==> config.mk <==
export PLATFORM = sky130hd
export DESIGN_NAME = pmp_csr_initiator_flat
export DESIGN_NICKNAME = d
export VERILOG_FILES = /design/src/rtl/pmp_csr_initiator_if.sv /design/src/rtl/pmp_csr_initiator.sv /design/src/flat_wrapper.sv
export SDC_FILE = /design/constraint.sdc
export NUM_CORES = 1
export LEC_CHECK = 0
export CORE_ASPECT_RATIO = 0.7
export CORE_MARGIN = 2
export CORE_UTILIZATION = 35
export CTS_CLUSTER_SIZE = 40
export DETAILED_ROUTE_END_ITERATION = 16
export MAX_ROUTING_LAYER = met4
export PLACE_DENSITY = 0.78
export SETUP_SLACK_MARGIN = 0.3
export SLEW_MARGIN = 20
export SYNTH_ARGS = -nofsm -noshare
export SYNTH_HDL_FRONTEND = slang
export SYNTH_SLANG_ARGS = --single-unit
==> constraint.sdc <==
create_clock -name clk -period 1.8 [get_ports clk]
set_clock_uncertainty 0.05 [all_clocks]
set_input_delay 0.45 -clock clk [delete_from_list [all_inputs] [get_ports clk]]
set_output_delay 0.45 -clock clk [all_outputs]
set_load 0.01 [all_outputs]
==> src/rtl/pmp_csr_initiator_if.sv <==
// Bundle of signals between the CSR initiator, the issue/execute pipe and the pmp CSR port.
//
// Handshakes: a transfer happens on a rising clock edge where valid and ready are both 1.
// A valid, once raised, is held with its payload stable until that edge, unless flush
// withdraws it. ready may change freely and never waits on valid. inst_valid/inst_ready
// carries instructions in; wb_valid/wb_ready carries the rd writeback out. The pmp
// request (csr_req_en) and the exception (exc_valid) are single-cycle strobes with no ready.
interface pmp_csr_initiator_if #(
    parameter int REG_WIDTH    = 32,
    parameter int RD_IDX_WIDTH = 5
);
    // instruction from the issue stage
    logic                    inst_valid;
    logic                    inst_ready;
    logic [2:0]              inst_funct3;
    logic [4:0]              inst_rs1_idx;
    logic [REG_WIDTH-1:0]    inst_rs1_val;
    logic [11:0]             inst_csr_addr;
    logic [RD_IDX_WIDTH-1:0] inst_rd_idx;
    logic                    flush;

    // request/response with the pmp CSR port
    logic                    csr_req_en;
    logic [1:0]              csr_req_op;
    logic [2:0]              csr_funct3;
    logic [4:0]              csr_imm;
    logic [REG_WIDTH-1:0]    rs1_val;
    logic [11:0]             csr_req_addr;
    logic                    csr_rrsp;
    logic [31:0]             csr_req_rdata;
    logic                    csr_req_rvalid;
    logic                    csr_act_rsp;

    // writeback and exception towards the pipe
    logic                    wb_valid;
    logic                    wb_ready;
    logic [RD_IDX_WIDTH-1:0] wb_rd_idx;
    logic [REG_WIDTH-1:0]    wb_data;
    logic                    exc_valid;
    logic [3:0]              exc_cause;
    logic [REG_WIDTH-1:0]    exc_tval;

    modport master (
        input  inst_valid, inst_funct3, inst_rs1_idx, inst_rs1_val, inst_csr_addr,
               inst_rd_idx, flush, csr_req_rdata, csr_req_rvalid, csr_act_rsp, wb_ready,
        output inst_ready, csr_req_en, csr_req_op, csr_funct3, csr_imm, rs1_val,
               csr_req_addr, csr_rrsp, wb_valid, wb_rd_idx, wb_data, exc_valid,
               exc_cause, exc_tval
    );

    modport slave (
        output inst_valid, inst_funct3, inst_rs1_idx, inst_rs1_val, inst_csr_addr,
               inst_rd_idx, flush, csr_req_rdata, csr_req_rvalid, csr_act_rsp, wb_ready,
        input  inst_ready, csr_req_en, csr_req_op, csr_funct3, csr_imm, rs1_val,
               csr_req_addr, csr_rrsp, wb_valid, wb_rd_idx, wb_data, exc_valid,
               exc_cause, exc_tval
    );
endinterface

==> src/rtl/pmp_csr_initiator.sv <==
// Requester side of the PMP CSR access port: takes one Zicsr instruction at a time,
// issues a single-cycle request to the pmp, acknowledges its read data and returns
// either an rd writeback or an illegal-instruction exception.
module pmp_csr_initiator #(
    parameter int PMP_CHANNEL_NUM = 32,
    parameter int REG_WIDTH       = 32,
    parameter int RD_IDX_WIDTH    = 5
) (
    input  logic                  clk,
    input  logic                  rst_n,
    pmp_csr_initiator_if.master   bus,
    output logic [1:0]            state_o
);

    typedef enum logic [1:0] {
        S_IDLE = 2'd0,
        S_REQ  = 2'd1,
        S_ACK  = 2'd2,
        S_DONE = 2'd3
    } state_t;

    // legal windows: pmpcfg holds four entries per register, pmpaddr one per register
    localparam logic [31:0] CFG_FIRST  = 32'h3A0;
    localparam logic [31:0] CFG_END    = CFG_FIRST + 32'(PMP_CHANNEL_NUM / 4);
    localparam logic [31:0] ADDR_FIRST = 32'h3B0;
    localparam logic [31:0] ADDR_END   = ADDR_FIRST + 32'(PMP_CHANNEL_NUM);
    localparam logic [3:0]  CAUSE_ILLEGAL = 4'd2;

    function automatic logic addr_in_range(input logic [11:0] a);
        logic [31:0] ai;
        ai = {20'd0, a};
        return ((ai >= CFG_FIRST) && (ai < CFG_END)) || ((ai >= ADDR_FIRST) && (ai < ADDR_END));
    endfunction

    state_t                  state_q, state_d;
    logic [2:0]              funct3_q, funct3_d;
    logic [4:0]              imm_q, imm_d;
    logic [REG_WIDTH-1:0]    rs1_val_q, rs1_val_d;
    logic [11:0]             addr_q, addr_d;
    logic [RD_IDX_WIDTH-1:0] rd_idx_q, rd_idx_d;
    logic                    rd_en_q, rd_en_d;
    logic                    wr_en_q, wr_en_d;
    logic                    illegal_q, illegal_d;
    logic                    act_q, act_d;
    logic                    kill_q, kill_d;
    logic [REG_WIDTH-1:0]    rdata_q, rdata_d;

    logic accept;
    logic is_rw;
    logic dec_rd_en;
    logic dec_wr_en;
    logic kill;
    logic exc_cond;
    logic wb_pend;

    assign accept = (state_q == S_IDLE) && !bus.flush && bus.inst_valid;

    // CSRRW/CSRRWI skip the read when rd is x0; the set/clear forms always read,
    // because the pmp builds their write data from the old value.
    assign is_rw     = (bus.inst_funct3[1:0] == 2'b01);
    assign dec_wr_en = is_rw || (bus.inst_rs1_idx != 5'd0);
    assign dec_rd_en = !is_rw || (bus.inst_rd_idx != '0);

    // a flush seen at any point after accept kills the architectural result only
    assign kill     = kill_q || bus.flush;
    assign exc_cond = illegal_q || act_q;
    assign wb_pend  = rd_en_q && (rd_idx_q != '0) && !exc_cond;

    // state register
    always_ff @(posedge clk or negedge rst_n) begin
        if (!rst_n) begin
            state_q <= S_IDLE;
        end else begin
            state_q <= state_d;
        end
    end

    // next-state: REQ and ACK always run to completion since the pmp has committed
    always_comb begin
        state_d = state_q;
        case (state_q)
            S_IDLE: if (accept) state_d = addr_in_range(bus.inst_csr_addr) ? S_REQ : S_DONE;
            S_REQ:  state_d = rd_en_q ? S_ACK : S_DONE;
            S_ACK:  state_d = S_DONE;
            S_DONE: if (!wb_pend || kill || bus.wb_ready) state_d = S_IDLE;
            default: state_d = S_IDLE;
        endcase
    end

    // FSM outputs
    always_comb begin
        bus.inst_ready = (state_q == S_IDLE) && !bus.flush;
        bus.csr_req_en = (state_q == S_REQ);
        bus.csr_req_op = (state_q == S_REQ) ? {rd_en_q, wr_en_q} : 2'b00;
        bus.csr_rrsp   = (state_q == S_ACK);
        bus.exc_valid  = (state_q == S_DONE) && exc_cond && !kill;
        bus.wb_valid   = (state_q == S_DONE) && wb_pend && !kill;
        bus.exc_cause  = bus.exc_valid ? CAUSE_ILLEGAL : 4'd0;
        bus.exc_tval   = bus.exc_valid ? REG_WIDTH'(addr_q) : '0;
    end

    assign bus.csr_funct3   = funct3_q;
    assign bus.csr_imm      = imm_q;
    assign bus.rs1_val      = rs1_val_q;
    assign bus.csr_req_addr = addr_q;
    assign bus.wb_rd_idx    = rd_idx_q;
    assign bus.wb_data      = rdata_q;
    assign state_o          = state_q;

    // datapath next-state: capture the instruction at accept, the pmp response in REQ
    always_comb begin
        funct3_d  = funct3_q;
        imm_d     = imm_q;
        rs1_val_d = rs1_val_q;
        addr_d    = addr_q;
        rd_idx_d  = rd_idx_q;
        rd_en_d   = rd_en_q;
        wr_en_d   = wr_en_q;
        illegal_d = illegal_q;
        act_d     = act_q;
        kill_d    = kill_q;
        rdata_d   = rdata_q;
        if (accept) begin
            funct3_d  = bus.inst_funct3;
            imm_d     = bus.inst_rs1_idx;
            rs1_val_d = bus.inst_rs1_val;
            addr_d    = bus.inst_csr_addr;
            rd_idx_d  = bus.inst_rd_idx;
            rd_en_d   = dec_rd_en;
            wr_en_d   = dec_wr_en;
            illegal_d = !addr_in_range(bus.inst_csr_addr);
            act_d     = 1'b0;
            kill_d    = 1'b0;
            rdata_d   = '0;
        end else begin
            if ((state_q != S_IDLE) && bus.flush) kill_d = 1'b1;
            if (state_q == S_REQ) begin
                act_d = bus.csr_act_rsp;
                if (bus.csr_req_rvalid) rdata_d = REG_WIDTH'(bus.csr_req_rdata);
            end
        end
    end

    // datapath registers
    always_ff @(posedge clk or negedge rst_n) begin
        if (!rst_n) begin
            funct3_q  <= '0;
            imm_q     <= '0;
            rs1_val_q <= '0;
            addr_q    <= '0;
            rd_idx_q  <= '0;
            rd_en_q   <= 1'b0;
            wr_en_q   <= 1'b0;
            illegal_q <= 1'b0;
            act_q     <= 1'b0;
            kill_q    <= 1'b0;
            rdata_q   <= '0;
        end else begin
            funct3_q  <= funct3_d;
            imm_q     <= imm_d;
            rs1_val_q <= rs1_val_d;
            addr_q    <= addr_d;
            rd_idx_q  <= rd_idx_d;
            rd_en_q   <= rd_en_d;
            wr_en_q   <= wr_en_d;
            illegal_q <= illegal_d;
            act_q     <= act_d;
            kill_q    <= kill_d;
            rdata_q   <= rdata_d;
        end
    end

endmodule
==> src/flat_wrapper.sv <==
// flat-port wrapper written by rule: the top's interface ports become plain ports
module pmp_csr_initiator_flat 
#(
    parameter int PMP_CHANNEL_NUM = 32,
    parameter int REG_WIDTH       = 32,
    parameter int RD_IDX_WIDTH    = 5
)
  (clk, rst_n, state_o, bus_inst_valid, bus_inst_funct3, bus_inst_rs1_idx, bus_inst_rs1_val, bus_inst_csr_addr, bus_inst_rd_idx, bus_flush, bus_csr_req_rdata, bus_csr_req_rvalid, bus_csr_act_rsp, bus_wb_ready, bus_inst_ready, bus_csr_req_en, bus_csr_req_op, bus_csr_funct3, bus_csr_imm, bus_rs1_val, bus_csr_req_addr, bus_csr_rrsp, bus_wb_valid, bus_wb_rd_idx, bus_wb_data, bus_exc_valid, bus_exc_cause, bus_exc_tval);
  pmp_csr_initiator_if #(.REG_WIDTH(REG_WIDTH), .RD_IDX_WIDTH(RD_IDX_WIDTH)) bus_i ();
  input  logic clk;
  input  logic rst_n;
  output logic [1:0] state_o;
  input wire logic [$bits(bus_i.inst_valid)-1:0] bus_inst_valid;
  input wire logic [$bits(bus_i.inst_funct3)-1:0] bus_inst_funct3;
  input wire logic [$bits(bus_i.inst_rs1_idx)-1:0] bus_inst_rs1_idx;
  input wire logic [$bits(bus_i.inst_rs1_val)-1:0] bus_inst_rs1_val;
  input wire logic [$bits(bus_i.inst_csr_addr)-1:0] bus_inst_csr_addr;
  input wire logic [$bits(bus_i.inst_rd_idx)-1:0] bus_inst_rd_idx;
  input wire logic [$bits(bus_i.flush)-1:0] bus_flush;
  input wire logic [$bits(bus_i.csr_req_rdata)-1:0] bus_csr_req_rdata;
  input wire logic [$bits(bus_i.csr_req_rvalid)-1:0] bus_csr_req_rvalid;
  input wire logic [$bits(bus_i.csr_act_rsp)-1:0] bus_csr_act_rsp;
  input wire logic [$bits(bus_i.wb_ready)-1:0] bus_wb_ready;
  output wire logic [$bits(bus_i.inst_ready)-1:0] bus_inst_ready;
  output wire logic [$bits(bus_i.csr_req_en)-1:0] bus_csr_req_en;
  output wire logic [$bits(bus_i.csr_req_op)-1:0] bus_csr_req_op;
  output wire logic [$bits(bus_i.csr_funct3)-1:0] bus_csr_funct3;
  output wire logic [$bits(bus_i.csr_imm)-1:0] bus_csr_imm;
  output wire logic [$bits(bus_i.rs1_val)-1:0] bus_rs1_val;
  output wire logic [$bits(bus_i.csr_req_addr)-1:0] bus_csr_req_addr;
  output wire logic [$bits(bus_i.csr_rrsp)-1:0] bus_csr_rrsp;
  output wire logic [$bits(bus_i.wb_valid)-1:0] bus_wb_valid;
  output wire logic [$bits(bus_i.wb_rd_idx)-1:0] bus_wb_rd_idx;
  output wire logic [$bits(bus_i.wb_data)-1:0] bus_wb_data;
  output wire logic [$bits(bus_i.exc_valid)-1:0] bus_exc_valid;
  output wire logic [$bits(bus_i.exc_cause)-1:0] bus_exc_cause;
  output wire logic [$bits(bus_i.exc_tval)-1:0] bus_exc_tval;
  assign bus_i.inst_valid = bus_inst_valid;
  assign bus_i.inst_funct3 = bus_inst_funct3;
  assign bus_i.inst_rs1_idx = bus_inst_rs1_idx;
  assign bus_i.inst_rs1_val = bus_inst_rs1_val;
  assign bus_i.inst_csr_addr = bus_inst_csr_addr;
  assign bus_i.inst_rd_idx = bus_inst_rd_idx;
  assign bus_i.flush = bus_flush;
  assign bus_i.csr_req_rdata = bus_csr_req_rdata;
  assign bus_i.csr_req_rvalid = bus_csr_req_rvalid;
  assign bus_i.csr_act_rsp = bus_csr_act_rsp;
  assign bus_i.wb_ready = bus_wb_ready;
  assign bus_inst_ready = bus_i.inst_ready;
  assign bus_csr_req_en = bus_i.csr_req_en;
  assign bus_csr_req_op = bus_i.csr_req_op;
  assign bus_csr_funct3 = bus_i.csr_funct3;
  assign bus_csr_imm = bus_i.csr_imm;
  assign bus_rs1_val = bus_i.rs1_val;
  assign bus_csr_req_addr = bus_i.csr_req_addr;
  assign bus_csr_rrsp = bus_i.csr_rrsp;
  assign bus_wb_valid = bus_i.wb_valid;
  assign bus_wb_rd_idx = bus_i.wb_rd_idx;
  assign bus_wb_data = bus_i.wb_data;
  assign bus_exc_valid = bus_i.exc_valid;
  assign bus_exc_cause = bus_i.exc_cause;
  assign bus_exc_tval = bus_i.exc_tval;
  pmp_csr_initiator #(.PMP_CHANNEL_NUM(PMP_CHANNEL_NUM), .REG_WIDTH(REG_WIDTH), .RD_IDX_WIDTH(RD_IDX_WIDTH)) u_core (.clk(clk), .rst_n(rst_n), .bus(bus_i), .state_o(state_o));
endmodule
==> results.md, run 1 <==
* Pwr Total at 12070 uW
* Layout cells sized above 1 at 33.99%
* Area of the die at 12780 um^2
* Chip width at 134.3 um
* Vias per cell at 4.604
* HP Class: flip-flop to flip-flop
* Mean routed wirelength per cell at 16.30 um
* Worst path arrival time at 1.79 ns
* Crit path to: bus_exc_tval[11]
* Ys async rst share at 100.0%
* Clk buf depth at 2
* Top cell type's share of synthesized area at 57.78%
* ANT cells at 0
* Register Area at 2405 um^2
* Skew-Pair Late Insertion Delay at 0.34 ns
* R2R Path Start: u_core.state_o[1]
* Peak supply drop at 0.0006798 V
* Overall Global Routing Usage at 24.17%
* Worst-path fanout max at 7
* Synth Area per Inst at 8.772 um^2
* Top FF cell, synth: dfrtp_1
* # nets final at 852
* Worst flop-to-flop path endpoint: u_core.bus.csr_req_addr[0]
* PD cells at 1516 nW/um^2
* Distinct cells, synth at 31
* Initial Util at 35.71%
* WP data required at 1.30 ns
* P&R area growth vs syn at 91.48%
* Dominant cell type by area after synthesis: dfrtp_1
* Setup slack, reg-to-reg at -0.42 ns
* IO buf count at 206
* TritonCTS Sinks at 96
* Final hold vios at 0
* Worst setup path class: flip-flop to output pin
* Final Cycle Share at 127.1%
* Setup crit start kind: flip-flop
* Core box area at 11640 um^2
* DRT Wirelength at 14890 um
* P_leak at 0.003880 uW
* Crit end category: output pin
* Residual DRC count at 0
* Max Fclk at 0.4372 GHz
* DRT antenna net count at 0
* CTS clock-pin slew for the worst setup and hold paths at 0.07 ns
* Initial antenna violation count at 0
* Footprint of the multi-input gates at 1842 um^2
* Final max-slew violation count at 0
* Cells taking the most area after synthesis: dfrtp_1, nand2_1, buf_4
* Unrepaired setup endpoints after global routing: yes
* Most frequent cell after synthesis: nand2_1
* Sequential area share after synthesis at 57.78%
* Status: finished with violations
* Mapped cell area at 4158 um^2
* Failing checks: setup timing
* IO Count at 230
* Layout fillers at 886
* Largest net degree at the start of global routing at 35
* Seq cells post-synth at 96
* First-pass GRT wire length at 23000 um
* Dpl hpwl at 9150 um
* GRT overflow at 0
* Post-synth top cells: nand2_1, dfrtp_1, a21oi_1
* Maxcap violations at 0
* Initial DRT Pass Iterations at 4
* # rows at 33
* Final WS setup at -0.4873 ns
* Final hold slack at 0.4254 ns
* Total number of H-tree levels at 3
* Yosys Warn Count at 0
* Worst Setup SP: u_core.state_o[0]
* Min cycle time layout at 2.287 ns
* Reg2Reg Depth at 14
* TritonCTS clock tree: built
* # setup viols final at 116
* CTS buffer count at 9
* GP Congestion at 0.7921
* Vias after detailed routing at 4203
* Root Buffer: clkbuf_16
* Synth Instances at 474
* Vias in the first global route at 4331
* Die Height at 95.19 um
* EDFF count, synth at 0
* Drt first-iter violations at 183
## through the flow
step	worst slack (ns)	cells	utilization, %	setup TNS, ns	area, um^2
floorplan	0.03725	496	-	0	4378
global placement	-0.7808	848	57.58	-17.29	6704
detailed placement	-0.8040	848	57.58	-20.06	6704
CTS	-0.4344	903	68.18	-32.48	7939
global route	-0.5753	913	68.38	-44.32	7961
finish	-0.4873	913	68.38	-35.53	7961
## layout make-up
type                    instances  share of cell area [%]
repair buffers                292                   39.59
clock inverters                 4                  0.9587
clock buffers                  12                   3.222
flip-flops and latches         96                   30.21
well taps                     157                   2.467
multi-input cells             345                   23.13
inverters                       7                  0.4243
## kinds of logic after synthesis
kind of cell / Yosys count / synth area share [%]
AO/OA/AOI/OAI: 47 / 6.530
adder cells (fa/ha/maj): 5 / 1.505
buffers and inverters: 56 / 7.403
flip-flops: 96 / 57.78
multiplexers: 2 / 0.6018
other: 1 / 0.09019
AND/OR/NAND/NOR: 267 / 26.09
## sequential cells by signal, summed over array words and instances (netlist names)
register and cells:
u_core.bus.csr_imm 5, u_core.bus.csr_funct3 3, u_core.kill_q 1, u_core.rd_en_q 1
u_core.act_q 1, u_core.bus.rs1_val 32, u_core.illegal_q 1, u_core.state_o 2
u_core.wr_en_q 1, u_core.bus.wb_data 32, u_core.bus.csr_req_addr 12, u_core.bus.wb_rd_idx 5
## cells in the final DEF (no fill, tap or decap), drive strengths merged, types with 5 or more instances in the layout
cell           count
a21oi             35
inv                7
clkdlybuf4s50     93
and2              17
clkdlybuf4s15     37
nor2               6
clkbuf            59
ha                 5
dfrtp             96
nand2            233
conb              23
buf              113
## layer usage
| metal | GRT usage (%) | part of all wire [%] | wire [um] |
|---|---|---|---|
| met3 | 6.061 | 7.3 | 1087 |
| met4 | 5.702 | 0.81 | 121 |
| met5 | - | 0 | 0 |
| met1 | 29.72 | 42 | 6321 |
| met2 | 40.65 | 49 | 7356 |
## critical path, cell delays in order, from the launching register on
cell	delay, ns
dfrtp_2	0.39
ha_4	0.14
nor3b_4	0.21
nor2b_4	0.29
clkbuf_16	0.19
and2_4	0.14
buf_6	0.09
## worst min path at each step
stage / from / endpoint / cells past startpoint
detailed placement: rst_n / u_core.bus.rs1_val[17] / 1
finish: u_core.bus.rs1_val[22] / u_core.bus.rs1_val[22] / 2
floorplan: rst_n / u_core.act_q / 0
CTS: u_core.bus.rs1_val[28] / u_core.bus.rs1_val[28] / 2
global placement: rst_n / u_core.bus.rs1_val[13] / 1
global route: u_core.bus.csr_imm[2] / u_core.bus.csr_imm[2] / 2
## power breakdown
part | switching (uW) | internal (uW) | leakage (uW)
Combinational | 2780 | 3200 | 0.00253
Sequential | 726 | 3260 | 0.00120
Clock | 798 | 1300 | 0.000159
Total | 4300 | 7760 | 0.00388
## repair_timing
action / 4_1_cts / 5_1_grt
endpoints found under the hold margin: 12 / 0
pin swaps: 16 / 9
hold buffers: 1 / 0
buffers inserted: 20 / 8
gates resized for setup: 389 / 84
gates cloned: 18 / 2
endpoints found under the setup margin: 206 / 169
Power figures use the tool's default switching activity.
==> inputs of run 2 (changes only) <==
- ABC_CLOCK_PERIOD_IN_PS: not set -> 1800
- CORE_ASPECT_RATIO: 0.7 -> 0.6
==> results.md, run 2 (synthesized netlist as in run 1, its figures left out) <==
* Status: finished with violations
* Failing checks: setup timing
* Overall Global Routing Usage at 24.55%
* Final WS setup at -0.4433 ns
* IO Count at 230
* CTS buffer count at 9
* Setup TNS at -41.33 ns
* HP Class: input pin to asynchronous set/reset pin
* Final hold vios at 0
* Vias in the first global route at 4327
* Skew-Pair Late Insertion Delay at 0.33 ns
* Cells along the critical path: ha_4 -> nor3b_4 -> nor2b_4 -> buf_6 -> buf_16 -> and2_4 -> buf_6
* Max Fclk at 0.4458 GHz
* Dpl hpwl at 9310 um
* # rows at 30
* Combinational Power Share at 53.2%
* CP peak stage delay at 0.43 ns
* Internal at 7896 uW
* Total number of H-tree levels at 3
* Area of the die at 12800 um^2
* Largest net degree at the start of global routing at 51
* Most common cell after layout, fill and taps aside: nand2_1
* Final Cycle Share at 124.6%
* Unrepaired setup endpoints after global routing: yes
* Peak supply drop at 0.0008487 V
* Placed Cells at 842
* Slowest-stage cell, CP: dfrtp_2
* Vias per cell at 4.736
* Most numerous cell on the critical path: buf_6
* Residual DRC count at 0
* TritonCTS Sinks at 96
* GRT overflow at 0
* Worst-path fanout max at 7
* Worst setup path class: flip-flop to output pin
* Flop pwr share at 32.1%
* Core box area at 11450 um^2
* Net Switching at 4695 uW
* Reg2Reg Depth at 14
* Layout cells sized above 1 at 44.84%
* # setup viols final at 117
* Worst path arrival time at 1.74 ns
* First-pass GRT wire length at 22910 um
* Initial Util at 36.32%
* DRT antenna net count at 0
* P&R area growth vs syn at 104.8%
* Maxcap violations at 0
* PD cells at 1479 nW/um^2
* Mean routed wirelength per cell at 18.04 um
* Initial antenna violation count at 0
* Drt first-iter violations at 202
* Vias after detailed routing at 4381
* Min cycle time layout at 2.243 ns
* CTS clock-pin slew for the worst setup and hold paths at 0.07 ns
* IO buf count at 206
* Crit end category: output pin
* Final Non-Filler Cells at 925
* TritonCTS clock tree: built
* Pwr Total at 12590 uW
* Initial DRT Pass Iterations at 4
* Chip width at 144.7 um
* Die Height at 88.43 um
* Setup crit start kind: flip-flop
* Final max-slew violation count at 0
* CTS hold repair buffers at 0
* Final hold slack at 0.03499 ns
* Clk buf depth at 2
* Sw Ratio at 37.29%
* GP Congestion at 0.7838
* Clock network fraction of design power at 14.7%
* ANT cells at 0
* Post-Place Setup Slack at -0.8945 ns
* Root Buffer: clkbuf_16
* P_leak at 0.004171 uW
* # nets final at 863
* Most frequent cells in the layout: nand2_1, clkdlybuf4s50_1, dfrtp_1
* DRT Wirelength at 16690 um
* WP data required at 1.30 ns
==> run 2: area by class of cell <==
type                       count  area [um^2]
clock buffer                   9        225.2
timing repair buffer         303         3297
multi-input combinational    345         2297
fill                         752         2933
clock inverter                 5        58.81
sequential                    96         2406
inverter                       7        31.28
tap                          160        200.2
==> run 2: what timing repair did <==
| action | CTS | global route |
|---|---|---|
| resized for setup | 349 | 252 |
| gates cloned | 14 | 3 |
| pin swaps | 14 | 103 |
| buffers inserted | 36 | 16 |
| endpoints found under the setup margin | 207 | 165 |
==> run 2: worst paths after layout <==
path	startpoint	slack (ns)	endpoint
worst min-delay path	rst_n	0.03	u_core.bus.rs1_val[0]
worst max register to register	u_core.state_o[1]	-0.41	u_core.bus.wb_data[11]
min in group clk	u_core.bus.rs1_val[25]	0.42	u_core.bus.rs1_val[25]
worst min register to register	u_core.bus.rs1_val[25]	0.42	u_core.bus.rs1_val[25]
max in group asynchronous	rst_n	1.39	u_core.state_o[0]
worst max-delay path	u_core.state_o[1]	-0.44	bus_exc_tval[9]
==> run 2: metal layers <==
metal | up-vias | part of all wire, % | routed length (um) | GRT usage [%]
met1 | 2180 | 42 | 7030 | 31.72
met5 | - | 0 | 0 | -
met4 | 0 | 1.1 | 184 | 4.678
li1 | 2024 | - | - | -
met3 | 19 | 6.0 | 1006 | 5.195
met2 | 158 | 51 | 8466 | 40.76
==> run 2: critical path: cells and delay by family, from the launching register on <==
kind                     cells  cell delay [ns]
buffers and inverters        3             0.38
adder cells (fa/ha/maj)      1             0.17
AND/OR/NAND/NOR              3             0.43
flip-flops                   1             0.43
==> run 2: per-stage QoR <==
step	util, %	area, um^2
6_report	74.38	8516
5_1_grt	74.38	8516
4_1_cts	67.98	7782
3_5_place_dp	57.78	6615
3_3_place_gp	57.78	6615
2_1_floorplan	-	4378
==> run 2: power groups by stage <==
stage	Clock (uW)	Combinational [uW]	Sequential [uW]
3_3_place_gp	0	5220	3890
5_1_grt	1990	7180	4160
4_1_cts	1890	5660	3940
2_1_floorplan	0	1650	4390
3_5_place_dp	0	5350	3950
6_report	1850	6700	4040
